===== src/rtl/mi_arbiter_if.sv =====
// Memory-interface bus between the arbiter (master) and qpi_memctrl (slave).
interface mi_arbiter_if #(
  parameter int unsigned AW = 32,
  parameter int unsigned LW = 7
);
  logic [AW-1:0] addr;
  logic [LW-1:0] len;
  logic          rw;
  logic          valid;
  logic          ready;
  logic [31:0]   wdata;
  logic          wack;
  logic          wlast;
  logic [31:0]   rdata;
  logic          rstb;
  logic          rlast;

  modport master (
    output addr, len, rw, valid, wdata,
    input  ready, wack, wlast, rdata, rstb, rlast
  );

  modport slave (
    input  addr, len, rw, valid, wdata,
    output ready, wack, wlast, rdata, rstb, rlast
  );
endinterface


===== src/rtl/mi_arbiter.sv =====
// Round-robin arbiter sharing one mi_* memory interface between N requesters, grant held per burst.
// Define MI_ARB_FIXED_PRIO_EN for fixed priority (lowest index wins, no pointer register).
module mi_arbiter #(
  parameter int unsigned N  = 2,
  parameter int unsigned AW = 32,
  parameter int unsigned LW = 7
) (
  input  logic            clk,
  input  logic            rst_n,
  input  logic [N*AW-1:0] u_addr,
  input  logic [N*LW-1:0] u_len,
  input  logic [N-1:0]    u_rw,
  input  logic [N-1:0]    u_valid,
  output logic [N-1:0]    u_ready,
  input  logic [N*32-1:0] u_wdata,
  output logic [N-1:0]    u_wack,
  output logic [N-1:0]    u_wlast,
  output logic [31:0]     u_rdata,
  output logic [N-1:0]    u_rstb,
  output logic [N-1:0]    u_rlast,
  mi_arbiter_if.master    mi,
  output logic [N-1:0]    grant,
  output logic            busy
);

  localparam int unsigned IW = (N > 1) ? $clog2(N) : 1;

  typedef enum logic [1:0] {StIdle, StCmd, StData} state_e;

  state_e        state_q;
  logic [N-1:0]  grant_q;
  logic [IW-1:0] owner_q;
  logic          dir_q;
  logic          busy_q;

  logic [IW-1:0] ptr;
  logic [IW-1:0] pick_idx;
  logic [N-1:0]  pick_oh;
  logic          pick_any;
  logic          own_valid, own_rw;
  logic          wr_end, rd_end, cmd_end, data_end, hs;

  // First valid requester at or after the pointer, wrapping modulo N.
  always_comb begin
    pick_any = 1'b0;
    pick_idx = '0;
    for (int k = 0; k < int'(N); k++) begin
      if (!pick_any && u_valid[(int'(ptr) + k) % int'(N)]) begin
        pick_any = 1'b1;
        pick_idx = IW'((int'(ptr) + k) % int'(N));
      end
    end
    pick_oh           = '0;
    pick_oh[pick_idx] = pick_any;
  end

  assign own_valid = u_valid[owner_q];
  assign own_rw    = u_rw[owner_q];
  assign wr_end    = mi.wack & mi.wlast;
  assign rd_end    = mi.rstb & mi.rlast;
  assign cmd_end   = own_rw ? rd_end : wr_end;
  assign data_end  = dir_q ? rd_end : wr_end;
  assign hs        = (state_q == StCmd) & own_valid & mi.ready;

`ifdef MI_ARB_FIXED_PRIO_EN
  assign ptr = '0;
`else
  logic [IW-1:0] ptr_q;

  // The completing owner drops to lowest priority.
  always_ff @(posedge clk or negedge rst_n) begin
    if (!rst_n) begin
      ptr_q <= '0;
    end else if (hs) begin
      ptr_q <= (owner_q == IW'(N - 1)) ? '0 : owner_q + 1'b1;
    end
  end

  assign ptr = ptr_q;
`endif

  always_ff @(posedge clk or negedge rst_n) begin
    if (!rst_n) begin
      state_q <= StIdle;
      grant_q <= '0;
      owner_q <= '0;
      dir_q   <= 1'b0;
      busy_q  <= 1'b0;
    end else begin
      case (state_q)
        StIdle: begin
          if (pick_any) begin
            state_q <= StCmd;
            grant_q <= pick_oh;
            owner_q <= pick_idx;
            busy_q  <= 1'b1;
          end
        end
        StCmd: begin
          if (!own_valid) begin
            state_q <= StIdle;
            grant_q <= '0;
            busy_q  <= 1'b0;
          end else if (mi.ready) begin
            dir_q <= own_rw;
            // Single-beat transfers may finish in the handshake cycle.
            if (cmd_end) begin
              state_q <= StIdle;
              grant_q <= '0;
              busy_q  <= 1'b0;
            end else begin
              state_q <= StData;
            end
          end
        end
        StData: begin
          if (data_end) begin
            state_q <= StIdle;
            grant_q <= '0;
            busy_q  <= 1'b0;
          end
        end
        default: begin
          state_q <= StIdle;
          grant_q <= '0;
          busy_q  <= 1'b0;
        end
      endcase
    end
  end

  assign mi.addr  = u_addr[AW*owner_q +: AW];
  assign mi.len   = u_len[LW*owner_q +: LW];
  assign mi.rw    = own_rw;
  assign mi.wdata = u_wdata[32*owner_q +: 32];
  assign mi.valid = (state_q == StCmd) & own_valid;

  // grant_q is zero when idle, so gating with it keeps non-owners quiet in every state.
  assign u_ready = (state_q == StCmd) ? (grant_q & {N{mi.ready}}) : '0;
  assign u_wack  = grant_q & {N{mi.wack}};
  assign u_wlast = grant_q & {N{mi.wlast}};
  assign u_rstb  = grant_q & {N{mi.rstb}};
  assign u_rlast = grant_q & {N{mi.rlast}};
  assign u_rdata = mi.rdata;

  assign grant = grant_q;
  assign busy  = busy_q;

endmodule


===== src/flat_wrapper.sv =====
// flat-port wrapper written by rule: the top's interface ports become plain ports
module mi_arbiter_flat 
#(
  parameter int unsigned N  = 2,
  parameter int unsigned AW = 32,
  parameter int unsigned LW = 7
)
  (clk, rst_n, u_addr, u_len, u_rw, u_valid, u_ready, u_wdata, u_wack, u_wlast, u_rdata, u_rstb, u_rlast, grant, busy, mi_addr, mi_len, mi_rw, mi_valid, mi_wdata, mi_ready, mi_wack, mi_wlast, mi_rdata, mi_rstb, mi_rlast);
  mi_arbiter_if #(.AW(AW), .LW(LW)) mi_i ();
  input  logic clk;
  input  logic rst_n;
  input  logic [N*AW-1:0] u_addr;
  input  logic [N*LW-1:0] u_len;
  input  logic [N-1:0] u_rw;
  input  logic [N-1:0] u_valid;
  output logic [N-1:0] u_ready;
  input  logic [N*32-1:0] u_wdata;
  output logic [N-1:0] u_wack;
  output logic [N-1:0] u_wlast;
  output logic [31:0] u_rdata;
  output logic [N-1:0] u_rstb;
  output logic [N-1:0] u_rlast;
  output logic [N-1:0] grant;
  output logic busy;
  output wire logic [$bits(mi_i.addr)-1:0] mi_addr;
  output wire logic [$bits(mi_i.len)-1:0] mi_len;
  output wire logic [$bits(mi_i.rw)-1:0] mi_rw;
  output wire logic [$bits(mi_i.valid)-1:0] mi_valid;
  output wire logic [$bits(mi_i.wdata)-1:0] mi_wdata;
  input wire logic [$bits(mi_i.ready)-1:0] mi_ready;
  input wire logic [$bits(mi_i.wack)-1:0] mi_wack;
  input wire logic [$bits(mi_i.wlast)-1:0] mi_wlast;
  input wire logic [$bits(mi_i.rdata)-1:0] mi_rdata;
  input wire logic [$bits(mi_i.rstb)-1:0] mi_rstb;
  input wire logic [$bits(mi_i.rlast)-1:0] mi_rlast;
  assign mi_addr = mi_i.addr;
  assign mi_len = mi_i.len;
  assign mi_rw = mi_i.rw;
  assign mi_valid = mi_i.valid;
  assign mi_wdata = mi_i.wdata;
  assign mi_i.ready = mi_ready;
  assign mi_i.wack = mi_wack;
  assign mi_i.wlast = mi_wlast;
  assign mi_i.rdata = mi_rdata;
  assign mi_i.rstb = mi_rstb;
  assign mi_i.rlast = mi_rlast;
  mi_arbiter #(.N(N), .AW(AW), .LW(LW)) u_core (.clk(clk), .rst_n(rst_n), .u_addr(u_addr), .u_len(u_len), .u_rw(u_rw), .u_valid(u_valid), .u_ready(u_ready), .u_wdata(u_wdata), .u_wack(u_wack), .u_wlast(u_wlast), .u_rdata(u_rdata), .u_rstb(u_rstb), .u_rlast(u_rlast), .mi(mi_i), .grant(grant), .busy(busy));
endmodule

===== config.mk =====
export PLATFORM = sky130hd
export DESIGN_NAME = mi_arbiter_flat
export DESIGN_NICKNAME = d
export VERILOG_FILES = /design/src/rtl/mi_arbiter_if.sv /design/src/rtl/mi_arbiter.sv /design/src/flat_wrapper.sv
export SDC_FILE = /design/constraint.sdc
export NUM_CORES = 1
export LEC_CHECK = 0
export BUFFER_PORTS_ARGS = -buffer_cell sky130_fd_sc_hd__buf_2
export CAP_MARGIN = 20
export CORE_AREA = 4 4 115 117
export CTS_CLUSTER_SIZE = 10
export DETAILED_ROUTE_END_ITERATION = 8
export DIE_AREA = 0 0 119 121
export MAX_ROUTING_LAYER = met4
export PLACE_DENSITY = 0.43
export SYNTH_ARGS = -nofsm -noshare
export SYNTH_HDL_FRONTEND = slang
export SYNTH_SLANG_ARGS = --single-unit

===== constraint.sdc =====
create_clock -name clk -period 4.5 [get_ports clk]
set_input_delay 0 -clock clk [delete_from_list [all_inputs] [get_ports clk]]
set_output_delay 0 -clock clk [all_outputs]
set_load 0.05 [all_outputs]

==> results.sh, run 1 <==
export IMPL_period_minus_slack_ns=2.28
export IMPL_power_share_switching=0.631
export IMPL_drc=0
export IMPL_grt_ovfl_total=0
export IMPL_fin_crit_sh=0.508
export IMPL_maxCapViolCount=0
export IMPL_vias=1967
export IMPL_setup_worst_path_start="u_core.owner_q"
export IMPL_fin_tns_setup_ns=0
export IMPL_ir_drop_mv=0.233
export IMPL_ant_nets=0
export IMPL_crit_slowest_cell="dfrtp_4"
export IMPL_antenna_found_initial=0
export IMPL_hp_class="input port to output port"
export IMPL_status="finished, final reports clean"
export IMPL_cts_buffer_depth=2
export IMPL_placed_cell_area_sq_mm=0.00269
export IMPL_die_h_microns=121
export IMPL_drt_total_wl_microns=7300
export IMPL_grt_pass1_vias=2002
export IMPL_dp_hpwl_microns=6500
export IMPL_cts_root_buf="clkbuf_16"
export IMPL_grt_pass1_wl_microns=10200
export IMPL_drtIter0Drc=40
export IMPL_synthCells=162
export IMPL_path_max_fanout=75
export IMPL_synth_area_per_cell_sq_um=9.59
export IMPL_grt_max_degree=76
export IMPL_p_int_w=0.000705
export IMPL_fmax_ghz=0.438
export IMPL_clkLatencyLatePin_ns=0.23
export IMPL_num_rows=41
export IMPL_io_pins=303
export IMPL_cp_common_cell="mux2_4"
export IMPL_hold_viol_final=0
export IMPL_synthesis_nets=347
export IMPL_yosys_warnings=0
export IMPL_power_frac_comb=0.789
export IMPL_core_sq_mm=0.0124
export IMPL_start_util=0.126
export IMPL_worstMarginPinSlew_ns=0.942
export IMPL_end_kind="flip-flop"
export IMPL_nFillCells=1356
export IMPL_p_leak_nw=1.50
export IMPL_ys_seq_area_frac=0.129
export IMPL_htree_levels=1
export IMPL_fp_dieW_microns=119
export IMPL_start_kind="flip-flop"
export IMPL_final_area_sq_mm=0.00277
export IMPL_place_congestion=0.735
export IMPL_cts_tree="built"
export IMPL_n_antenna_cell=0
export IMPL_cp_endpoint="u_core.busy"
export IMPL_dp_cells=532
export IMPL_cts_sinks=8
export IMPL_io_buffers=238
export IMPL_syn_to_final_growth_pct=78.5
export IMPL_total_power_w=0.00191
export IMPL_grt_usage=0.0917
export IMPL_pwr_share_clk=0.081
export IMPL_nets=551
export IMPL_die_area_sq_mm=0.0144
export IMPL_stdcell_count=537
export IMPL_drive_above_1_share=0.868
export IMPL_post_cts_resized=0
export IMPL_arrival_ns=2.37
export IMPL_p_sw_w=0.00121
export IMPL_r2r_end="u_core.busy"
export IMPL_synth_cell_types=23
export IMPL_finalSetupViolations=0
export IMPL_clk_pin_slew_ns=0.04
export IMPL_finalClockSkew_ns=0.00162
export IMPL_crit_reg2reg_launch="u_core.owner_q"
export IMPL_p_seq_frac=0.129
export IMPL_p_per_area_mw_per_mm2=690
export IMPL_crit_type="flip-flop to flip-flop"
export IMPL_wire_per_inst_microns=13.6
export IMPL_relSlewSlack=0.372
export IMPL_cts_made_buffers=3
export IMPL_viasPerCell=3.66
export IMPL_crit_path_max_incr_delay_ns=1.03
export IMPL_rsz0062_at_grt="false"
export IMPL_ff2ff_path_depth=4
export IMPL_path_cells="mux2_4 -> mux2_4 -> a211oi_2 -> o21ai_0"
export IMPL_synthesis_area_sq_mm=0.00155
export IMPL_slew_violations=0
export IMPL_synth_ff_latch_count=8
export IMPL_reg2reg_setup_slack_ns=2.22
export IMPL_cp_data_required_time_ns=4.58
export IMPL_dr_pass1_iters=4
placed cells by master (no fill, tap or decap):
master and count:
a211oi_2 1, a21boi_0 1, a21oi_1 1, and2_1 8, and3_1 2, buf_2 238, clkbuf_1 1, clkbuf_16 3
dfrtp_1 7, dfrtp_4 1, dlygate4sd3_1 1, inv_1 5, mux2_2 72, mux2_4 2, mux2i_1 2, nand2_1 5
nand2b_1 1, nand3_1 1, nor2_1 4, o2111a_1 1, o211ai_1 1, o21ai_0 3, o22ai_1 1, o31ai_1 2
or4_1 1
synthesized netlist by cell type (all sizes together):
library cell	n	area, sq um
o2111a	1	11.3
or4	1	7.51
mux2i	2	20.0
nand3	1	5.00
a211oi	1	12.5
dfrtp	8	200
nand2	5	18.8
o22ai	1	6.26
a21boi	1	7.51
nor2	4	15.0
mux2	74	841
inv	5	18.8
and3	2	12.5
nand2b	1	6.26
buf	39	275
clkbuf	1	3.75
a21oi	1	5.00
o31ai	2	15.0
o211ai	1	7.51
o21ai	3	15.0
and2	8	50.1
routing by layer:
metal  global-route usage  up-vias  part of all wire
li1                     -      952                 -
met1               0.0981      866              0.35
met2                0.161      141              0.52
met3               0.0364        8              0.12
met4               0.0188        0            0.0077
met5                    -        -                 0
how the worst min path moves through the flow:
stage / endpoint / slack (ns) / from / cells past startpoint
after floorplan: u_core.busy / -0.30 / rst_n / 0
after global placement: u_core.dir_q / -0.14 / rst_n / 1
after detailed placement: u_core.dir_q / -0.14 / rst_n / 1
after CTS: u_rdata[15] / 0.0003 / mi_rdata[15] / 0
after global routing: u_rdata[20] / 0.00008 / mi_rdata[20] / 0
final: u_rdata[10] / 0.00002 / mi_rdata[10] / 0
sequential cells by signal, summed over array words and instances, names as in the netlist:
name and flops:
u_core.state_q 2, u_core.dir_q 1, u_core.grant 2, u_core.owner_q 1, u_core.busy 1, u_core.ptr 1
cells by family after synthesis:
group / Yosys count / synth area share
AOI/OAI and AO/OA: 11 / 0.0515
buffers and inverters: 45 / 0.192
DFF: 8 / 0.129
muxes: 76 / 0.554
and+or+nand+nor: 22 / 0.0741
final cells by class:
class                   count  area, sq um  share of cell area
repair buffers            239         1200               0.433
clock buffers               4         78.8              0.0284
inverters                   5         18.8             0.00677
multi-input cells         109         1060               0.381
well taps                 172          215              0.0776
flip-flops and latches      8          204              0.0735
power groups by stage:
stage | combinational [W] | sequential (W) | clock (W)
2_1_floorplan | 0.00134 | 0.000177 | 0
4_1_cts | 0.00153 | 0.000250 | 0.000159
6_report | 0.00151 | 0.000248 | 0.000156
5_1_grt | 0.00159 | 0.000266 | 0.000164
3_5_place_dp | 0.00152 | 0.000252 | 0
3_3_place_gp | 0.00152 | 0.000247 | 0
stage by stage:
step                       util  setup slack [ns]  hold WS (ns)
after global placement    0.217              2.24        -0.139
after detailed placement  0.217              2.20        -0.142
after global routing      0.224              2.08     0.0000777
after CTS                 0.224              2.18      0.000341
final                     0.224              2.22     0.0000220
after floorplan               -              2.53        -0.296
critical path, delay by kind of cell (launching register included):
kind               cells  cell delay, ns
DFF                    1            1.03
muxes                  2            0.69
AOI/OAI and AO/OA      2            0.40
timing repair:
item                                   4_1_cts  5_1_grt
buffers inserted                             0        0
hold buffers                                 1        0
endpoints found under the hold margin        8        0
Note: power is estimated with default switching activity, not from simulation.
==> inputs of run 2 (changes only) <==
--- a/config.mk
+++ b/config.mk
@@ -7,12 +7,12 @@
 export LEC_CHECK = 0
 export BUFFER_PORTS_ARGS = -buffer_cell sky130_fd_sc_hd__buf_2
 export CAP_MARGIN = 20
-export CORE_AREA = 4 4 115 117
+export CORE_AREA = 4 4 116 118
 export CTS_CLUSTER_SIZE = 10
 export DETAILED_ROUTE_END_ITERATION = 8
-export DIE_AREA = 0 0 119 121
+export DIE_AREA = 0 0 120 122
 export MAX_ROUTING_LAYER = met4
-export PLACE_DENSITY = 0.43
+export PLACE_DENSITY = 0.44
 export SYNTH_ARGS = -nofsm -noshare
 export SYNTH_HDL_FRONTEND = slang
 export SYNTH_SLANG_ARGS = --single-unit
==> constraint.sdc (replaced) <==
create_clock -name clk -period 2.01 [get_ports clk]
set_input_delay 0 -clock clk [delete_from_list [all_inputs] [get_ports clk]]
set_output_delay 0 -clock clk [all_outputs]
set_load 0.05 [all_outputs]
==> run 2 against run 1 <==
Effect of this change: hold slack about the same; final area up 0.54%; critical path depth down 1; combinational power up 140%; setup slack worse by 2.0 ns; wire length up 2.9%; non-clock buffer count up 2; clock skew up 0.0011 ns; critical endpoint is now mi_len[2]; largest cell class unchanged.
==> results.sh, run 2 (synthesized netlist as in run 1, its figures left out) <==
export IMPL_status="finished, final reports clean"
export IMPL_drtIter0Drc=24
export IMPL_start_util=0.125
export IMPL_dr_pass1_iters=5
export IMPL_wire_per_inst_microns=13.9
export IMPL_htree_levels=1
export IMPL_end_kind="output port"
export IMPL_min_from="mi_rdata[10]"
export IMPL_hp_class="input port to output port"
export IMPL_fin_crit_sh=0.876
export IMPL_dp_cells=534
export IMPL_core_sq_mm=0.0125
export IMPL_cts_root_buf="clkbuf_16"
export IMPL_reg2reg_setup_slack_ns=0.34
export IMPL_dp_hpwl_microns=6820
export IMPL_clk_pin_slew_ns=0.04
export IMPL_grt_pass1_wl_microns=10600
export IMPL_total_power_w=0.00431
export IMPL_place_congestion=0.796
export IMPL_cp_data_required_time_ns=2.01
export IMPL_clkLatencyLatePin_ns=0.23
export IMPL_io_pins=303
export IMPL_grt_ovfl_total=0
export IMPL_arrival_ns=1.76
export IMPL_fp_dieW_microns=120
export IMPL_grt_max_degree=44
export IMPL_layout_common_cells="buf_2 (238), mux2_2 (72), and2_1 (8), dfrtp_1 (7)"
export IMPL_viasPerCell=3.68
export IMPL_crit_reg2reg_launch="u_core.owner_q"
export IMPL_stdcell_count=539
export IMPL_maxCapViolCount=0
export IMPL_vias=1981
export IMPL_p_leak_nw=1.51
export IMPL_drt_total_wl_microns=7520
export IMPL_fin_tns_setup_ns=0
export IMPL_final_area_sq_mm=0.00279
export IMPL_slew_violations=0
export IMPL_io_buffers=238
export IMPL_antenna_found_initial=0
export IMPL_utilization=0.224
export IMPL_placed_cell_area_sq_mm=0.00270
export IMPL_syn_to_final_growth_pct=79.5
export IMPL_finalSetupViolations=0
export IMPL_path_max_fanout=43
export IMPL_num_rows=41
export IMPL_fmax_ghz=0.568
export IMPL_p_per_area_mw_per_mm2=1550
export IMPL_cts_buffer_depth=2
export IMPL_hold_viol_final=0
export IMPL_drive_above_1_share=0.869
export IMPL_grt_pass1_vias=2166
export IMPL_crit_type="flip-flop to output port"
export IMPL_cts_made_buffers=3
export IMPL_n_antenna_cell=0
export IMPL_ir_drop_mv=0.517
export IMPL_die_area_sq_mm=0.0146
export IMPL_ant_nets=0
export IMPL_nets=553
export IMPL_cts_sinks=8
export IMPL_post_cts_buffers=0
export IMPL_cts_tree="built"
export IMPL_relSlewSlack=0.650
export IMPL_start_kind="flip-flop"
export IMPL_finalClockSkew_ns=0.00272
export IMPL_worstMarginPinSlew_ns=0.525
export IMPL_rsz0062_at_grt="false"
export IMPL_setup_worst_path_start="u_core.owner_q"
export IMPL_drc=0
export IMPL_die_h_microns=122
export IMPL_grt_usage=0.0921
export IMPL_final_common_cell="buf_2"
export IMPL_period_minus_slack_ns=1.76
[run 2: cell count changes in the layout (fill, tap and decap cells not counted)]
cell	change
buf_4	+2
[run 2: where the power goes]
group	leakage [nW]	switching, W	internal [W]
registers	0.0966	0.0000739	0.000246
logic	1.37	0.00256	0.00109
clock network	0.0382	0.0000803	0.000264
[run 2: area by class of cell]
cell class / count / area (sq um)
Inverter: 5 / 18.8
Fill cell: 1407 / 9680
Timing Repair Buffer: 241 / 1220
Multi-Input combinational cell: 109 / 1060
Sequential cell: 8 / 204
Clock buffer: 4 / 78.8
Tap cell: 172 / 215
[run 2: worst max-delay path: stages (launching register included)]
cell and delay, ns:
dfrtp_4 0.43, buf_4 0.45, mux2_2 0.42, buf_2 0.22
[run 2: routing by layer]
| metal | GRT usage | vias to the layer above | wire [microns] | share of wire |
|---|---|---|---|---|
| met5 | - | - | 0 | 0 |
| met4 | 0.0157 | 0 | 48 | 0.0064 |
| met3 | 0.0395 | 6 | 900 | 0.12 |
| met2 | 0.162 | 127 | 3950 | 0.53 |
| met1 | 0.0984 | 895 | 2610 | 0.35 |
| li1 | - | 953 | - | - |
[run 2: final timing paths]
| path | end | cells past startpoint |
|---|---|---|
| hold reg to reg | u_core.ptr | 2 |
| max in group asynchronous | u_core.owner_q | 2 |
| setup reg to reg | u_core.grant[0] | 4 |
| setup / recovery | mi_len[2] | 3 |
| hold / removal | u_rdata[10] | 0 |
| min in group asynchronous | u_core.dir_q | 2 |
[run 2: what timing repair did]
| action | CTS | global route |
|---|---|---|
| hold buffers | 1 | 0 |
| endpoints found under the hold margin | 8 | 0 |
| gates resized for setup | 0 | 0 |
[run 2: metrics by stage]
step	hold slack, ns	setup slack, ns
4_1_cts	0.000341	0.228
6_report	0.0000166	0.250
5_1_grt	0.0000932	0.173
2_1_floorplan	-0.296	0.0376
3_5_place_dp	-0.143	0.330
3_3_place_gp	-0.141	0.363
==> inputs of run 3 (changes only) <==
--- a/config.mk
+++ b/config.mk
@@ -7,12 +7,13 @@
 export LEC_CHECK = 0
 export BUFFER_PORTS_ARGS = -buffer_cell sky130_fd_sc_hd__buf_2
 export CAP_MARGIN = 20
-export CORE_AREA = 4 4 116 118
+export CORE_AREA = 4 4 115 117
 export CTS_CLUSTER_SIZE = 10
 export DETAILED_ROUTE_END_ITERATION = 8
-export DIE_AREA = 0 0 120 122
+export DIE_AREA = 0 0 119 121
+export HOLD_SLACK_MARGIN = 0.05
 export MAX_ROUTING_LAYER = met4
-export PLACE_DENSITY = 0.44
+export PLACE_DENSITY = 0.43
 export SYNTH_ARGS = -nofsm -noshare
 export SYNTH_HDL_FRONTEND = slang
 export SYNTH_SLANG_ARGS = --single-unit
==> constraint.sdc (replaced) <==
create_clock -name clk -period 2.2 [get_ports clk]
set_input_delay 0 -clock clk [delete_from_list [all_inputs] [get_ports clk]]
set_output_delay 0 -clock clk [all_outputs]
set_load 0.05 [all_outputs]
==> run 3 against run 2 <==
Effect of this change: register-to-register slack better by 0.16 ns; non-clock buffer count increased by 32; setup slack better by 0.25 ns; sequential share of layout area decreased by 0.78 points; clock skew is 0.0014 ns higher; sequential power shrank 6.3%; combinational power down 4%; highest routed layer unchanged; die area is 1.6% lower; utilization up 2.9 points.
==> results.sh, run 3 (synthesized netlist as in run 1, its figures left out) <==
export IMPL_grt_max_degree=74
export IMPL_drive_above_1_share=0.797
export IMPL_cts_sinks=8
export IMPL_worstMarginPinSlew_ns=0.525
export IMPL_dp_cells=533
export IMPL_p_leak_nw=1.65
export IMPL_htree_levels=1
export IMPL_cp_data_required_time_ns=2.28
export IMPL_viasPerCell=3.70
export IMPL_drt_total_wl_microns=7920
export IMPL_relSlewSlack=0.649
export IMPL_period_minus_slack_ns=1.70
export IMPL_cts_root_buf="clkbuf_16"
export IMPL_ir_drop_mv=0.522
export IMPL_wire_per_inst_microns=13.9
export IMPL_cp_common_cell="mux2_4"
export IMPL_maxCapViolCount=0
export IMPL_p_per_area_mw_per_mm2=1320
export IMPL_clk_pin_slew_ns=0.04
export IMPL_p_sw_w=0.00261
export IMPL_post_cts_buffers=0
export IMPL_pwr_share_clk=0.077
export IMPL_final_common_cell="buf_2"
export IMPL_grt_pass1_wl_microns=10900
export IMPL_p_seq_frac=0.073
export IMPL_num_rows=41
export IMPL_path_buf_inv=0
export IMPL_grt_ovfl_total=0
export IMPL_nFillCells=1370
export IMPL_io_pins=303
export IMPL_cts_tree="built"
export IMPL_start_kind="flip-flop"
export IMPL_drtIter0Drc=36
export IMPL_rsz0062_at_grt="false"
export IMPL_fmax_ghz=0.588
export IMPL_layout_common_cells="buf_2 (238), mux2_2 (72), dlygate4sd3_1 (34), and2_1 (8), dfrtp_1 (7)"
export IMPL_power_share_switching=0.633
export IMPL_finalClockSkew_ns=0.00410
export IMPL_drc=0
export IMPL_fin_tns_setup_ns=0
export IMPL_hold_buffers=34
export IMPL_hold_viol_final=0
export IMPL_ant_nets=0
export IMPL_nets=585
export IMPL_antenna_found_initial=0
export IMPL_p_int_w=0.00151
export IMPL_fp_dieW_microns=119
export IMPL_finalSetupViolations=0
export IMPL_path_max_fanout=3
export IMPL_status="finished, final reports clean"
export IMPL_post_cts_resized=0
export IMPL_die_h_microns=121
export IMPL_vias=2111
export IMPL_start_util=0.126
export IMPL_cts_made_buffers=3
export IMPL_fin_crit_sh=0.774
export IMPL_syn_to_final_growth_pct=101
export IMPL_cts_buffer_depth=2
export IMPL_stdcell_count=571
export IMPL_n_antenna_cell=0
export IMPL_crit_path_max_incr_delay_ns=0.50
export IMPL_power_frac_comb=0.851
export IMPL_crit_family="multiplexers"
export IMPL_hp_class="input port to flip-flop"
export IMPL_grt_usage=0.0960
export IMPL_arrival_ns=1.78
export IMPL_crit_slowest_cell="dfrtp_4"
export IMPL_path_cells="mux2_4 -> mux2_4 -> a211oi_2 -> o21ai_0"
export IMPL_io_buffers=238
export IMPL_dp_hpwl_microns=6650
export IMPL_dr_pass1_iters=4
export IMPL_clkLatencyLatePin_ns=0.23
export IMPL_grt_pass1_vias=2112
export IMPL_die_area_sq_mm=0.0144
export IMPL_crit_type="flip-flop to flip-flop"
export IMPL_place_congestion=0.753
export IMPL_end_kind="flip-flop"
export IMPL_slew_violations=0
export IMPL_core_sq_mm=0.0124
## run 3: cell types whose count changed in the layout (fill, tap and decap cells not counted), sizes merged
cell,before,now
dlygate4sd3,1,34
buf,240,239
## run 3: area by class of cell
cell class              count  area, sq um  share of cell area
repair buffers            273         1550               0.497
multi-input cells         109         1060               0.338
well taps                 172          215              0.0689
flip-flops and latches      8          204              0.0653
clock buffers               4         78.8              0.0252
inverters                   5         18.8             0.00601
## run 3: final timing paths
path / start / endpoint / slack [ns] / cells past startpoint
max in group asynchronous: rst_n / u_core.owner_q / 1.86 / 2
min in group asynchronous: rst_n / u_core.dir_q / 0.15 / 2
worst min-delay path: u_valid[0] / u_core.owner_q / 0.13 / 3
worst min register to register: u_core.ptr / u_core.ptr / 0.52 / 2
worst max-delay path: u_core.owner_q / u_core.busy / 0.50 / 4
worst max register to register: u_core.owner_q / u_core.busy / 0.50 / 4
## run 3: tightest hold or removal path, stage by stage
cell and delay (ns):
buf_2 0.13, o211ai_1 0.11, nand2_1 0.08
## run 3: layer usage
metal / vias up / track usage / share of wire
met2: 143 / 0.181 / 0.55
met3: 4 / 0.0298 / 0.095
met1: 943 / 0.102 / 0.35
li1: 1021 / - / -
met5: - / - / 0
met4: 0 / 0.0116 / 0.0018
## run 3: through the flow
stage	util	area (sq um)	setup WS, ns	total power, W	hold WS (ns)
6_report	0.253	3120	0.498	0.00412	0.127
3_3_place_gp	0.219	2710	0.531	0.00366	-0.140
4_1_cts	0.253	3120	0.495	0.00416	0.122
5_1_grt	0.253	3120	0.366	0.00433	0.158
2_1_floorplan	-	1550	0.228	0.00310	-0.296
3_5_place_dp	0.219	2710	0.509	0.00367	-0.140
## run 3: power groups by stage
stage / clock network, W / registers, W / logic (W)
finish: 0.000316 / 0.000300 / 0.00350
global placement: 0 / 0.000296 / 0.00337
global route: 0.000334 / 0.000314 / 0.00368
detailed placement: 0 / 0.000302 / 0.00337
CTS: 0.000320 / 0.000300 / 0.00354
floorplan: 0 / 0.000361 / 0.00274
